**src/rtl/alu_pkg.sv**
```systemverilog
// Shared types for the ALU engine: opcode and FSM state encodings.
package alu_pkg;

    typedef enum logic [2:0] {
        OP_ADD   = 3'd0,
        OP_SUB   = 3'd1,
        OP_AND   = 3'd2,
        OP_OR    = 3'd3,
        OP_XOR   = 3'd4,
        OP_MUL   = 3'd5,
        OP_PASSA = 3'd6,
        OP_RSVD  = 3'd7
    } alu_op_e;

    typedef enum logic [1:0] {
        ST_IDLE = 2'd0,
        ST_MUL  = 2'd1,
        ST_DONE = 2'd2
    } state_e;

    localparam int LAT_SINGLE = 1;

endpackage

```
**src/rtl/alu_multiplier.sv**
```systemverilog
// Iterative unsigned shift-add multiplier: one multiplier bit per cycle, fixed WIDTH-cycle latency.
module alu_multiplier #(
    parameter int WIDTH = 8
) (
    input  logic                 clock,
    input  logic                 resetr,
    input  logic                 start,
    input  logic [WIDTH-1:0]     operand_a,
    input  logic [WIDTH-1:0]     operand_b,
    output logic                 done,
    output logic [2*WIDTH-1:0]   product
);

    localparam int CNT_W = $clog2(WIDTH + 1);

    logic [2*WIDTH-1:0] mcand;
    logic [WIDTH-1:0]   mplier;
    logic [2*WIDTH-1:0] acc;
    logic [CNT_W-1:0]   cnt;
    logic [2*WIDTH-1:0] addend;

    // product is the accumulator after the current iteration; it is final when done is high
    assign addend  = mplier[0] ? mcand : '0;
    assign product = acc + addend;
    assign done    = (cnt == CNT_W'(1));

    always_ff @(posedge clock) begin
        if (!resetr) begin
            mcand  <= '0;
            mplier <= '0;
            acc    <= '0;
            cnt    <= '0;
        end else if (start) begin
            mcand  <= {{WIDTH{1'b0}}, operand_a};
            mplier <= operand_b;
            acc    <= '0;
            cnt    <= CNT_W'(WIDTH);
        end else if (cnt != '0) begin
            acc    <= product;
            mcand  <= mcand << 1;
            mplier <= mplier >> 1;
            cnt    <= cnt - CNT_W'(1);
        end
    end

endmodule

```
**src/rtl/alu_engine.sv**
```systemverilog
// ALU responder: accepts one op when idle, returns a registered result with a one-cycle done pulse.
//   state   | meaning
//   IDLE    | waiting for op_valid; only state that accepts a request
//   MUL     | iterative multiply in progress
//   DONE    | result presented with operation_done; still busy
module alu_engine
    import alu_pkg::*;
#(
    parameter int WIDTH = 8
) (
    input  logic                 clock,
    input  logic                 resetr,
    input  logic [WIDTH-1:0]     operand_a,
    input  logic [WIDTH-1:0]     operand_b,
    input  logic [2:0]           operand,
    input  logic                 op_valid,
    output logic                 operation_done,
    output logic [2*WIDTH-1:0]   result,
    output logic                 busy,
    output logic                 op_error,
    output logic                 op_dropped
);

    state_e             state;
    alu_op_e            op;
    logic [2*WIDTH-1:0] a_ext;
    logic [2*WIDTH-1:0] b_ext;
    logic [2*WIDTH-1:0] single_res;
    logic               single_err;
    logic               mul_start;
    logic               mul_done;
    logic [2*WIDTH-1:0] mul_product;

    assign op    = alu_op_e'(operand);
    assign a_ext = {{WIDTH{1'b0}}, operand_a};
    assign b_ext = {{WIDTH{1'b0}}, operand_b};

    // SUB on zero-extended operands yields the sign-extended two's complement difference
    always_comb begin
        single_res = '0;
        single_err = 1'b0;
        case (op)
            OP_ADD:   single_res = a_ext + b_ext;
            OP_SUB:   single_res = a_ext - b_ext;
            OP_AND:   single_res = a_ext & b_ext;
            OP_OR:    single_res = a_ext | b_ext;
            OP_XOR:   single_res = a_ext ^ b_ext;
            OP_PASSA: single_res = a_ext;
            OP_RSVD:  single_err = 1'b1;
            default:  single_res = '0;
        endcase
    end

    assign mul_start = (state == ST_IDLE) && op_valid && (op == OP_MUL);

    alu_multiplier #(
        .WIDTH (WIDTH)
    ) u_mult (
        .clock     (clock),
        .resetr    (resetr),
        .start     (mul_start),
        .operand_a (operand_a),
        .operand_b (operand_b),
        .done      (mul_done),
        .product   (mul_product)
    );

    always_ff @(posedge clock) begin
        if (!resetr) begin
            state          <= ST_IDLE;
            operation_done <= 1'b0;
            result         <= '0;
            busy           <= 1'b0;
            op_error       <= 1'b0;
            op_dropped     <= 1'b0;
        end else begin
            operation_done <= 1'b0;
            op_dropped     <= 1'b0;
            case (state)
                ST_IDLE: begin
                    if (op_valid) begin
                        busy <= 1'b1;
                        if (op == OP_MUL) begin
                            state <= ST_MUL;
                        end else begin
                            state          <= ST_DONE;
                            result         <= single_res;
                            op_error       <= single_err;
                            operation_done <= 1'b1;
                        end
                    end
                end
                ST_MUL: begin
                    op_dropped <= op_valid;
                    if (mul_done) begin
                        state          <= ST_DONE;
                        result         <= mul_product;
                        op_error       <= 1'b0;
                        operation_done <= 1'b1;
                    end
                end
                ST_DONE: begin
                    op_dropped <= op_valid;
                    state      <= ST_IDLE;
                    busy       <= 1'b0;
                end
                default: begin
                    state <= ST_IDLE;
                    busy  <= 1'b0;
                end
            endcase
        end
    end

endmodule

```
**config.mk**
```make
export PLATFORM = sky130hd
export DESIGN_NAME = alu_engine
export DESIGN_NICKNAME = d
export VERILOG_FILES = /design/src/rtl/alu_pkg.sv /design/src/rtl/alu_multiplier.sv /design/src/rtl/alu_engine.sv
export SDC_FILE = /design/constraint.sdc
export NUM_CORES = 1
export LEC_CHECK = 0
export ABC_AREA = 0
export BUFFER_PORTS_ARGS = -buffer_cell sky130_fd_sc_hd__buf_4
export CAP_MARGIN = 10
export CORE_ASPECT_RATIO = 0.6
export CORE_MARGIN = 10
export CORE_UTILIZATION = 45
export CTS_BUF_LIST = sky130_fd_sc_hd__clkbuf_8 sky130_fd_sc_hd__clkbuf_16
export CTS_CLUSTER_SIZE = 10
export DETAILED_ROUTE_END_ITERATION = 7
export PLACE_DENSITY = 0.72
export SYNTH_ARGS = -nofsm -noshare
export SYNTH_HDL_FRONTEND = slang
export SYNTH_SLANG_ARGS = --single-unit
```
**constraint.sdc**
```tcl
create_clock -name clock -period 7.23 [get_ports clock]
set_input_delay 1.0845 -clock clock [delete_from_list [all_inputs] [get_ports clock]]
set_output_delay 1.0845 -clock clock [all_outputs]
set_load 0.01 [all_outputs]
```
* After elaboration in Yosys (flattened, before gate mapping)
Index checks and enable logic that the tools add are counted.
Word-level totals: output and inout bits 20, register bits 66, logic and storage cells 74, ROM bits 0, memories kept 0, input bits 22, bits in latches 0, memory bits (writable) 0
Operators by class: reductions and logical operators 13, shift operators 0, magnitude comparators 0, bitwise gates (word level) 5, divide/modulo/power cells 0, multiply operators 0, $add $sub $neg 4, multiplexer cells 27, equality and inequality tests 13
Operators with widths (count):
- $pmux 16 s6 | 1
- $mux 16 | 4
- $mux 8 | 4
- $pmux 16 s2 | 1
- $add 16x16->16 | 1
- $eq 3x3->1 const B | 4
- $add 8x8->9 | 1
- $sub 8x8->9 | 1
- $and 8x8->8 | 1
- $mux 1 | 8
- $mux 4 | 2
- $or 8x8->8 | 1
- $xor 8x8->8 | 1
- $eq 3x2->1 const B | 2
- $mux 2 | 3
- $ne 2x2->1 const B | 3
- $pmux 1 s2 | 3
- $reduce_and 2->1 | 3
- $eq 4x1->1 const B | 1
- $pmux 2 s2 | 1
- $reduce_and 4->1 | 1
- $reduce_bool 2->1 | 2
- $reduce_bool 4->1 | 1
- $reduce_or 2->1 | 2
- 8 further kinds | 10

* Depth between registers and ports, before layout
word-level depth 5, gate-level depth with buffers 10, depth with buffers taken out 10

* Modules after synthesis
From an unflattened synthesis, not the netlist that was laid out.
Unflattened totals: cell total of the unflattened synthesis 649, area total of the unflattened synthesis 4888.4 um^2
Modules (own cells, without submodules):
- alu_multiplier | sequential area each 880.8 um^2, cells an instance 348, instances 1, area each 2676.3 um^2
- alu_engine | sequential area each 440.4 um^2, cells an instance 301, instances 1, area each 2212.1 um^2

* Worst setup path after synthesis
OpenSTA, ideal clock, no wires.
kind input to register, start in operand_a[0], end reg result[12], data arrival time 2.942 ns, path slack 4.200 ns, stages 10, buffers on the path 0, library setup time 0.088 ns, cells stage by stage inv_1 ha_1 inv_1 fa_1 nor3b_1 o311ai_1 a211oi_2 o21ai_2 a21oi_2 a311oi_2
Between the ends: cells in the longest elaborated chain, start to end 5
Ends and longest elaborated chain:
- start, declared | line alu_engine.sv:13 | input logic [WIDTH-1:0] operand_a,
- $sub 8x8->9 | line alu_engine.sv:44 | OP_SUB: single_res = a_ext - b_ext;
- $pmux 16 s6 | line alu_engine.sv:42 | case (op)
- $mux 16 | line alu_engine.sv:83 | if (op == OP_MUL) begin
- $mux 16 | line alu_engine.sv:81 | if (op_valid) begin
- $pmux 16 s2 | line alu_engine.sv:79 | case (state)
- end signal, assigned | line alu_engine.sv:87 | result <= single_res;
- end signal, assigned | line alu_engine.sv:97 | result <= mul_product;
- end, declared | line alu_engine.sv:18 | output logic [2*WIDTH-1:0] result,
Every way passes these cells. The select of a mux whose other input is x is not followed. A chain may end at the register's enable or synchronous reset.

* Worst setup path in the final report
start reg state[1], end reg result[7]
Between the ends: cells in the longest elaborated chain, start to end 3
Ends and longest elaborated chain:
- start, declared | line alu_engine.sv:24 | state_e state;
- start signal, assigned | line alu_engine.sv:70 | state <= ST_IDLE;
- start signal, assigned | line alu_engine.sv:84 | state <= ST_MUL;
- start signal, assigned | line alu_engine.sv:86 | state <= ST_DONE;
- $eq 2x1->1 / $logic_not 2->1 (equally long branches) | line alu_engine.sv:79
- $ne 2x2->1 (no line) / $reduce_bool 2->1 (equally long branches)
- $reduce_and 4->1 (no line)
Parallel ways exist; a longest one is shown, timed or not.

==> results.md <==
* Number of sinks driven by the clock tree at 66
* IO Pins at 42
* Met3 wire length at 1460 µm
* Total grt overflow at 0
* Transition time at the pin with the least slew margin at 1220 ps
* Yosys warning total at 0
* Maximum level of the CTS H-tree at 3
* Insertion delay to the later sink of the worst-skew pair at 340 ps
* Clock tree from TritonCTS: done
* Flip-flop and latch count after synthesis at 66
* Area fraction of the dominant cell type after synthesis at 27.4%
* Hold Buf Count CTS at 0
* Final weighted congestion in routability-driven placement at 0.917
* Setup fix buffers added after clock tree synthesis at 0
* Mean instance size in the synthesized netlist at 7.69 µm²
* Leakage dissipation at 2.30 nW
* Critical path startpoint category: register
* Shortest period the worst path allows at 3360 ps
* Via-to-Cell Ratio at 6.10
* Path depth of the worst reg2reg path at 7
* Post-placement worst setup slack at 3710 ps
* Origin of the critical flop-to-flop path: state[1]
* Post-synthesis instance area at 0.00483 mm²
* Total global routing track utilization at 18.8%
* Final core utilization at 52.4%
* Horiz. Die Dim at 154 µm
* Peak Freq at 0.298 GHz
* Die ar. at 0.0154 mm²
* Max-slew violation total from the final report at 0
* 1st-iter DRT viols at 466
* First-pass GRT wire length at 23700 µm
* Detailed-route wire length on metal 1 at 7500 µm
* Detailed-route via count at 4826
* Clock buffer depth at 2
* Power per unit of standard cell area at 239 mW/mm²
* Detailed Route WL at 14900 µm
* Number of enable-type register cells in the synthesized netlist at 0
* DRT antenna net count at 0
* Core outline area at 0.0105 mm²
* Number of distinct library cells after synthesis at 70
* Number of global-route vias before repair at 4303
* Length of the first detailed-routing pass in iterations at 5
* Wire length on met2 at 5770 µm
* Cell at the root of the clock tree: sky130_fd_sc_hd__clkbuf_16
* Worst hold path class: register to register
* Site row count at 29
* Setup slack on the worst flop-to-flop path at 3870 ps
* Startpoint of the tightest hold check path: u_mult.mcand[15]
* CTS Buf Count at 9
* Final Skew at 6.19 ps
* CP Data Arrival Time at 3620 ps
* Final Non-Filler Cells at 791
* Final Hold Fails at 0
* Number of setup violations in the final report at 0
* Post-synthesis to final-layout area growth at 14.0%
* Biggest area consumer among synthesized cells: sky130_fd_sc_hd__dfxtp_1
* Detailed-route DRC error count at 0
* Inst Count DP at 775
* Synthesized net count at 698
* Quantity of I/O buffers inserted on ports at 41
* Status: completed
* Initial core utilization at 45.9%
* FFs w/ async S/R, synth at 0%
* Unrepaired setup endpoints after global routing: no
* Max-capacitance violation count at 0
* Height of the die at 100 µm
* Final worst-path cycle share at 46.5%
* Data required time of the critical path at 7490 ps
* Destination of the worst register-to-register timing path: result[7]
* Worst slew margin relative to its limit at 18.5%
* Number of antenna violations at the first check in global routing at 0
* VDD IR max at 0.133 mV
* Worst Hold End: u_mult.mcand[15]
* Worst-path clk slew at 50 ps
* Highest Signal Layer: met4
* Biggest fanout along the worst timing path at 31
* Pin count of the biggest net entering global routing at 34
* Per-cell routed wire length at 18.8 µm
* Fraction of layout cells with a size suffix above 1 at 12.3%
* Largest cells by area after synthesis: sky130_fd_sc_hd__dfxtp_1 (27%), sky130_fd_sc_hd__ha_1 (12%), sky130_fd_sc_hd__nand2_1 (7.4%)
* Post-synthesis sequential area ratio at 27.4%
* Type of the worst setup path: register to register
* Mapped Cells at 628
* NumNets Final at 717
* Cell depth of the worst hold path at 2
* Final antenna diode count at 0
* Worst setup margin at 3870 ps
* Setup TNS Final at 0 ps
* Sort of element at the end of the critical path: register
* Most common flop cell mapped by yosys: sky130_fd_sc_hd__dfxtp_1
* Gates resized, CTS repair at 0
* HPWL after DPL at 11300 µm
-- worst max-delay path by stage --
stage | from | to | slack, ps | depth (start not counted)
after floorplan | operand_a[0] | result[12] | 4200 | 10
after global placement | operand_a[0] | result[12] | 3800 | 11
after detailed placement | operand_a[0] | result[12] | 3710 | 11
after CTS | state[1] | result[7] | 3970 | 7
after global routing | state[1] | result[7] | 3700 | 7
final | state[1] | result[7] | 3870 | 7
-- kinds of logic (layout without fill, tap and decap cells) --
logic type	after synthesis	after routing	synth area share (%)
muxes	10	10	2.12
AOI/OAI and AO/OA	195	195	28.0
adders and majority gates	48	48	12.9
DFF	66	66	27.4
xor gates and xnor gates	16	16	2.90
and+or+nand+nor	221	221	20.7
buffers and inverters	72	96	5.98
-- critical path: stages (launching register included) --
cell and delay [ps]:
sky130_fd_sc_hd__dfxtp_1 300, sky130_fd_sc_hd__inv_1 90, sky130_fd_sc_hd__ha_1 820, sky130_fd_sc_hd__nor2_1 240, sky130_fd_sc_hd__a211oi_4 1000, sky130_fd_sc_hd__o21ai_1 180, sky130_fd_sc_hd__or4b_1 530, sky130_fd_sc_hd__o22ai_1 110
-- state kept, by name (all words and copies together), names as in the netlist --
signal          count
result             16
u_mult.acc         16
u_mult.mcand       16
u_mult.mplier       8
u_mult.cnt          4
state               2
busy                1
op_dropped          1
op_error            1
operation_done      1
-- cells in the final DEF, fill, tap and decap left out, drive strengths merged, types with 5 or more instances in the layout --
| cell type | count |
|---|---|
| nor3 | 8 |
| mux2i | 8 |
| nand3 | 14 |
| and2 | 17 |
| a211oi | 14 |
| a311oi | 17 |
| nor2 | 53 |
| o311ai | 6 |
| a31oi | 10 |
| nand2 | 95 |
| dfxtp | 66 |
| xor2 | 5 |
| or3 | 5 |
| ha | 45 |
| buf | 44 |
| a21oi | 59 |
| o22ai | 10 |
| nor2b | 5 |
| o211ai | 7 |
| nand2b | 9 |
| xnor2 | 11 |
| clkbuf | 10 |
| o21ai | 31 |
| inv | 39 |
-- cells in the mapped netlist, types with 5 or more instances --
library cell and instances:
sky130_fd_sc_hd__nand2b_1 9, sky130_fd_sc_hd__o21ai_1 5, sky130_fd_sc_hd__o21ai_0 25, sky130_fd_sc_hd__buf_2 6
sky130_fd_sc_hd__a311oi_1 16, sky130_fd_sc_hd__nand3_1 14, sky130_fd_sc_hd__o211ai_1 6, sky130_fd_sc_hd__dfxtp_1 66
sky130_fd_sc_hd__xor2_1 5, sky130_fd_sc_hd__inv_1 35, sky130_fd_sc_hd__a211oi_1 10, sky130_fd_sc_hd__and2_1 17
sky130_fd_sc_hd__ha_1 45, sky130_fd_sc_hd__xnor2_1 11, sky130_fd_sc_hd__o22ai_1 9, sky130_fd_sc_hd__nand2_1 95
sky130_fd_sc_hd__or3_1 5, sky130_fd_sc_hd__a21oi_1 58, sky130_fd_sc_hd__mux2i_1 8, sky130_fd_sc_hd__clkbuf_1 26
sky130_fd_sc_hd__nor3_1 8, sky130_fd_sc_hd__nor2_1 53, sky130_fd_sc_hd__nor2b_1 5, sky130_fd_sc_hd__a31oi_1 10
-- stage by stage --
step	area, µm²	hold WS (ps)	power (mW)
2_1_floorplan	4830	432	0.716
3_3_place_gp	5190	441	0.831
3_5_place_dp	5190	448	0.844
4_1_cts	5510	456	1.32
5_1_grt	5510	481	1.39
6_report	5510	456	1.32
-- cell type report --
type | instances | area [µm²]
multi-input cells | 490 | 3230
fillers | 1025 | 5010
inverters | 36 | 135
well taps | 139 | 174
clock buffers | 10 | 239
repair buffers | 44 | 330
clock inverters | 6 | 81.3
flip-flops and latches | 66 | 1320
-- metal layers --
layer | global-route usage (%) | up-vias
met5 | 0 | -
met3 | 5.08 | 20
li1 | - | 2293
met2 | 25.2 | 251
met1 | 28.6 | 2262
met4 | 4.12 | 0
-- report_power, final --
part	switching (mW)	total [mW]	internal (mW)	leakage [nW]
sequential	0.0266	0.429	0.402	0.538
combinational	0.280	0.417	0.136	1.60
clock	0.163	0.473	0.309	0.165
total	0.471	1.32	0.847	2.30
(Power assumes the default switching activity.)
